File: config.mk
export PLATFORM = sky130hd
export DESIGN_NAME = mini_tpu
export DESIGN_NICKNAME = d
export VERILOG_FILES = /design/src/rtl/tpu_pkg.sv /design/src/rtl/tpu_pe.sv /design/src/rtl/mini_tpu.sv
export SDC_FILE = /design/constraint.sdc
export NUM_CORES = 2
export LEC_CHECK = 0
export CORE_UTILIZATION = 60
export CTS_BUF_LIST = sky130_fd_sc_hd__clkbuf_4 sky130_fd_sc_hd__clkbuf_8
export CTS_CLUSTER_SIZE = 16
export DETAILED_ROUTE_END_ITERATION = 6
export GPL_ROUTABILITY_DRIVEN = 0
export MAX_ROUTING_LAYER = met4
export PLACE_DENSITY = 0.76
export SKIP_LAST_GASP = 1
export SLEW_MARGIN = 20
export SYNTH_ARGS = -nofsm -noshare
export SYNTH_HDL_FRONTEND = slang
export SYNTH_HIERARCHICAL = 1
export SYNTH_SLANG_ARGS = --single-unit
export TNS_END_PERCENT = 1
File: constraint.sdc
create_clock -name clk -period 17.4 [get_ports clk]
set_input_delay 1.74 -clock clk [delete_from_list [all_inputs] [get_ports clk]]
set_output_delay 1.74 -clock clk [all_outputs]
set_load 0.05 [all_outputs]
File: src/rtl/tpu_pkg.sv
// tpu_pkg: shared dimensions, opcodes and instruction layout for mini_tpu
package tpu_pkg;
  localparam int DIM = 4;
  localparam int DATA_W = 8;
  localparam int ACC_W = 16;
  localparam int RUN_STEPS = 10;
  typedef enum logic [1:0] {
    OP_NOP   = 2'b00,
    OP_RUN   = 2'b01,
    OP_LOAD  = 2'b10,
    OP_STORE = 2'b11
  } op_t;
  // Field positions: [15] reserved, [14:13] op, [12] sel, [11:10] row, [9:8] col, [7:0] data
  typedef struct packed {
    logic              rsvd;
    op_t               op;
    logic              sel;
    logic [1:0]        row;
    logic [1:0]        col;
    logic [DATA_W-1:0] data;
  } instr_t;
endpackage

File: src/rtl/tpu_pe.sv
// tpu_pe: one systolic multiply-accumulate cell forwarding a right and b down
module tpu_pe
  import tpu_pkg::*;
(
  input  logic              clk,
  input  logic              rst,
  input  logic              clear,
  input  logic              en,
  input  logic [DATA_W-1:0] a_in,
  input  logic [DATA_W-1:0] b_in,
  output logic [DATA_W-1:0] a_out,
  output logic [DATA_W-1:0] b_out,
  output logic [ACC_W-1:0]  acc
);
  always_ff @(posedge clk) begin
    if (rst || clear) begin
      acc   <= '0;
      a_out <= '0;
      b_out <= '0;
    end else if (en) begin
      acc   <= acc + {8'b0, a_in} * {8'b0, b_in};
      a_out <= a_in;
      b_out <= b_in;
    end
  end
endmodule

File: src/rtl/mini_tpu.sv
// mini_tpu: 4x4 output-stationary systolic matmul driven by 16-bit instructions.
// Define TPU_SATURATE_EN to clamp STORE output to 8'hFF when acc > 255.
module mini_tpu
  import tpu_pkg::*;
(
  input  logic        clk,
  input  logic        rst,
  input  logic [15:0] instruction,
  output logic [7:0]  result
);
  instr_t ins;
  logic [DATA_W-1:0] a_mem [DIM][DIM];
  logic [DATA_W-1:0] b_mem [DIM][DIM];
  logic [DATA_W-1:0] a_edge [DIM];
  logic [DATA_W-1:0] b_edge [DIM];
  logic [DATA_W-1:0] a_h [DIM][DIM+1];
  logic [DATA_W-1:0] b_v [DIM+1][DIM];
  logic [ACC_W-1:0]  acc [DIM][DIM];
  logic [ACC_W-1:0]  sel_acc;
  logic [7:0]        store_byte;
  logic [3:0]        step;
  logic              is_load, is_run;

  assign ins     = instr_t'(instruction);
  assign is_load = ins.op == OP_LOAD;
  assign is_run  = ins.op == OP_RUN;
  assign sel_acc = acc[ins.row][ins.col];

`ifdef TPU_SATURATE_EN
  assign store_byte = (sel_acc > 16'd255) ? 8'hFF : sel_acc[7:0];
`else
  assign store_byte = sel_acc[7:0];
`endif

  // Skewed feed: row i sees A[i][s-i], column j sees B[s-j][j], zero outside 0..3
  always_comb begin
    for (int i = 0; i < DIM; i++) begin
      a_edge[i] = (step >= 4'(i) && (step - 4'(i)) <= 4'd3) ? a_mem[i][2'(step - 4'(i))] : '0;
      b_edge[i] = (step >= 4'(i) && (step - 4'(i)) <= 4'd3) ? b_mem[2'(step - 4'(i))][i] : '0;
    end
  end

  always_ff @(posedge clk) begin
    if (rst) begin
      for (int i = 0; i < DIM; i++)
        for (int j = 0; j < DIM; j++) begin
          a_mem[i][j] <= '0;
          b_mem[i][j] <= '0;
        end
      step   <= '0;
      result <= '0;
    end else begin
      if (is_load) begin
        if (ins.sel) b_mem[ins.row][ins.col] <= ins.data;
        else a_mem[ins.row][ins.col] <= ins.data;
        step <= '0;
      end
      if (is_run && step != 4'(RUN_STEPS)) step <= step + 4'd1;
      if (ins.op == OP_STORE) result <= store_byte;
    end
  end

  genvar r, c;
  generate
    for (r = 0; r < DIM; r++) begin : g_edge
      assign a_h[r][0] = a_edge[r];
      assign b_v[0][r] = b_edge[r];
    end
    for (r = 0; r < DIM; r++) begin : g_row
      for (c = 0; c < DIM; c++) begin : g_col
        tpu_pe u_pe (
          .clk   (clk),
          .rst   (rst),
          .clear (is_load),
          .en    (is_run),
          .a_in  (a_h[r][c]),
          .b_in  (b_v[r][c]),
          .a_out (a_h[r][c+1]),
          .b_out (b_v[r+1][c]),
          .acc   (acc[r][c])
        );
      end
    end
  endgenerate
endmodule

# After elaboration in Yosys (flattened, before gate mapping)
# Memory sizes are Yosys's and may differ from the RTL's. A register that Yosys moved wholly into a read port is not among the register bits.
# Cells that the tools add are included.
# totals
regBits	460
latch_bits	0
ramBits	256
rom_bits	0
input_bits	18
out_inout_bits	8
elab_cells	163
mem_count	2
# classes
add_sub_neg	20
multipliers	16
div	0
order_cmp	15
n_eq_ne	4
shifts	0
n_mux	48
bitwise	6
reduce_logical	10
# memory_table
name	words	width	rd	rd_ports_with_merged_regs	write_ports	line	rtl
a_mem	4	32	4	0	4	mini_tpu.sv:12	logic [DATA_W-1:0] a_mem [DIM][DIM];
b_mem	4	32	4	1	4	mini_tpu.sv:13	logic [DATA_W-1:0] b_mem [DIM][DIM];
# op_table
cell	count
16-bit adder	16
8-bit by 8-bit multiplier with 16-bit output	16
32-bit two-way mux	6
8-bit two-way mux	19
64-bit binary-select mux with 2-bit select	1
64-bit two-way mux	2
8-bit binary-select mux with 2-bit select	4
32-bit OR reduction	2
16-bit binary-select mux with 2-bit select	1
3-bit greater-or-equal comparator (second input constant)	6
2-bit inverter with 3-bit output	6
8-bit demux with 2-bit select	1
4-bit by 2-bit <= comparator with 1-bit output (second input constant)	4
4-bit by 1-bit greater-or-equal comparator with 1-bit output (second input constant)	2
4-bit by 2-bit greater-or-equal comparator with 1-bit output (second input constant)	2
1-bit two-way mux	8
2-bit two-way mux	4
4-bit two-way mux	2
4-bit by 2-bit subtractor with 4-bit output (second input constant)	2
1-bit logical AND	6
4-bit by 1-bit adder with 4-bit output (second input constant)	1
2-bit equality test (second input constant)	2
4-bit != test (second input constant)	1
4-bit by 1-bit subtractor with 4-bit output (second input constant)	1
4 further kinds	4

# Longest topological paths before layout
# depth
ltp_word	8
mapped_depth	27

# Cells and area by module
# Netlist, hierarchy kept.
# by_module_without_submodules
mod	n_inst	cells_per_inst	area_each_um2
tpu_pe (g_row[0].g_col[3].u_pe ...)	9	421	3719.8
mini_tpu	1	953	13578.0
tpu_pe (g_row[0].g_col[0].u_pe ...)	3	407	3651.0
tpu_pe (g_row[3].g_col[2].u_pe)	1	422	3733.6
tpu_pe (g_row[3].g_col[1].u_pe)	1	418	3726.1
tpu_pe (g_row[3].g_col[0].u_pe)	1	421	3724.8
tpu_pe (g_row[3].g_col[3].u_pe)	1	422	3678.5

# Least setup slack after synthesis
# Ideal clock, no wire load.
# synth_path
path_kind	register -> register
start	register step[1]
end	register g_row[1].g_col[0].u_pe.acc[14]
arrival_time_ps	6116
path_slack_ps	11197
path_stages_with_launch	24
path_buffers	5
synth_period_minus_slack_ps	6203
path_cell_list	dfxtp_1 buf_2 buf_1 inv_1 ha_1 clkbuf_1 clkbuf_1 mux4_2 and3_1 clkbuf_1 and2_1 fa_1 inv_1 fa_1 fa_1 fa_1 inv_1 ha_1 a21o_1 a21o_1 a21o_1 nor3_2 mux2_1 o31ai_1
# synth_rtl
item	line	rtl
from (decl)	mini_tpu.sv:21	logic [3:0] step;
from (signal assigned)	mini_tpu.sv:58	if (is_run && step != 4'(RUN_STEPS)) step <= step + 4'd1;
to (signal assigned)	tpu_pe.sv:21	acc <= acc + {8'b0, a_in} * {8'b0, b_in};
to (decl)	tpu_pe.sv:13	output logic [ACC_W-1:0] acc

==> out/summary.txt <==
Via density: 5.349
clk root buf: clkbuf_8
CP startpoint kind: flip-flop
Setup Total Neg Slack: 0 ns
CTS sink count: 590
Die H: 271.3 um
share of post-route cells with drive strength above 1: 8.294%
Lkg Pwr: 0.02050 uW
port bufs: 24
Min Clock Period, post-route: 6.749 ns
hold buffer count at CTS: 0
CP cell instances: buf_4 > inv_1 > ha_1 > buf_4 > mux4_2 > nor2b_1 > nand2_1 > fa_1 > inv_1 > fa_1 > ha_1 > inv_1 > fa_1 > inv_1 > ha_1 > nor2b_1 > or2_1 > a21oi_1 > xnor2_1 > mux2i_1 > nor2_1
row cnt: 98
overall routed net length: 96,630 um
total CTS buffers: 102
NetSw: 832.7 uW
Critical Path RT: 18.07 ns
largest delay contributor family on the critical path: adder cells
Nets: 4,885
total number of vias: 27,860
placed wire-length estimate: 72,390 um
post-route ant nets: 0
final hold slack: 0.5001 ns
status: complete, no violations
Peak VDD IR: 68.22 uV
Hold Vio Cnt, Final: 0
overall global routing resource usage: 28.02%
antenna violations before repair: 1
area of the core: 0.07161 mm2
Avg Cell Area, Syn: 10.15 um2
syn nets: 4,998
register area: 0.01438 mm2
first-pass GRT wire length: 157,100 um
RSZ-0062 raised after global routing: false
setup ws final: 10.65 ns
YS warnings: 6
Worst Setup End Kind: flip-flop
IO Count: 26
Max Cap Viol: 0
Clock Skew: 0.06276 ns
Fmax achieved: 148.2 MHz
Slew headroom: 23.87%
initial DRC count: 1,916
Area growth, synth to finish: 6.281%
fillers: 5,722
CP max stage delay: 0.77 ns
clk slew on worst S/H paths: 0.06 ns
setup violators final: 0
largest net degree at the start of global routing: 66
worst setup path class: reg2reg
clock power share: 43.5%
Post-Syn Instances: 4,285
Switching Share: 25.61%
Worst EP arrival: 7.42 ns
worst slew pin tran: 1.142 ns
clock tree buffer depth: 3
cell mode on critical path: inv_1
# DRC: 0
post-cts repair resize count: 0
pwr/cell area: 70.33 mW/mm2
Flop pwr share: 46.4%
Cell Int Power: 2419 uW
final design utilization: 64.57%
Min-Delay Path Class: reg2reg
TritonRoute pass-1 iters: 6
Final period util: 38.79%
Slew Viols, Final: 0
logic gate share of total power: 10.1%
Skew-Pair Late Insertion Delay: 0.75 ns
CTS tree: yes
Starting Density: 60.76%
dpl ws: 10.56 ns
overall die width: 271.3 um
Syn Std Cell Area: 0.04351 mm2
H-Tree Depth: 3
critical path peak fanout: 33
vias in the first global route: 28,706
area of the die: 0.07359 mm2
Wirelength per Cell: 18.55 um
Multi-input gate area: 0.02511 mm2
Critical path buffers and inverters: 6
critical path's slowest cell: dfxtp_4
GR Overflow Total: 0
Post-CTS Repair Setup Buffers: 0
[through the flow]
| step | cell area, um2 | power (uW) | std cells |
|---|---|---|---|
| finish | 46240 | 3252 | 5208 |
| global route | 46240 | 3374 | 5207 |
| CTS | 46220 | 3271 | 5206 |
| detailed placement | 43930 | 1862 | 5018 |
| global placement | 43940 | 1852 | 5018 |
| floorplan | 43510 | 1786 | 4285 |
[path summary, 6_finish.rpt]
check	slack [ns]	from	to	cells past startpoint
max	10.65	step[0]$_SDFFE_PP0N_	g_row[0].g_col[3].u_pe/acc[7]$_SDFFE_PP0P_	21
min reg2reg	0.50	g_row[2].g_col[3].u_pe/b_out[7]$_SDFFE_PP0P_	g_row[2].g_col[3].u_pe/b_out[7]$_SDFFE_PP0P_	2
min	0.50	g_row[2].g_col[3].u_pe/b_out[7]$_SDFFE_PP0P_	g_row[2].g_col[3].u_pe/b_out[7]$_SDFFE_PP0P_	2
max reg2reg	10.65	step[0]$_SDFFE_PP0N_	g_row[0].g_col[3].u_pe/acc[7]$_SDFFE_PP0P_	21
[cell usage in the layout (no fill, tap or decap), drive strengths merged, types with 5 or more instances in the layout]
cell,n
a211oi,19
xnor2,48
o21ai,6
clkdlybuf4s50,19
mux2i,341
and2b,5
nor2,381
dfxtp,334
a2111oi,7
fa,400
nor4,7
ha,295
clkbuf,150
buf,25
mux4,80
clkinv,26
nor2b,64
and3,17
inv,778
or2,60
a21oi,33
o22ai,8
nand2,331
o21a,5
bufinv,7
a21o,15
and2,515
edfxtp,256
[registers in the layout, summed over array words and instances, names as in the netlist, named ones only]
| register | flops |
|---|---|
| g_row.g_col.u_pe/b_out | 96 |
| b_mem | 128 |
| g_row.g_col.u_pe/a_out | 96 |
| a_mem | 128 |
| g_row.g_col.u_pe/acc | 128 |
| step | 4 |
| result | 8 |
[power groups by stage]
stage / registers (uW) / clock network (uW) / logic (uW)
after global routing: 1510 / 1500 / 365
final: 1510 / 1410 / 328
after floorplan: 1520 / 0 / 261
after global placement: 1540 / 0 / 315
after CTS: 1510 / 1440 / 326
after detailed placement: 1540 / 0 / 324
[final cells by class]
cell class | count | area share [%]
antenna | 2 | 0.01082
clock buffer | 150 | 4.032
clock inverter | 38 | 0.9173
inverter | 774 | 6.283
multi-input combinational | 2660 | 54.30
sequential | 590 | 31.09
tap | 950 | 2.571
timing repair buffer | 44 | 0.7901
[layer usage]
| layer | GRT usage (%) | vias up | share of wire, % |
|---|---|---|---|
| met5 | - | - | 0 |
| met4 | 12.17 | 0 | 4.6 |
| met3 | 4.361 | 239 | 5.8 |
| met2 | 43.39 | 784 | 47 |
| met1 | 36.66 | 13858 | 43 |
| li1 | - | 12979 | - |
[tightest hold or removal path: cells and delay by family, from the launching register on]
family	cells	cell delay [ns]
DFF	1	0.33
and+or+nand+nor	1	0.07
muxes	1	0.07
Note: power is estimated with default switching activity, not from simulation.
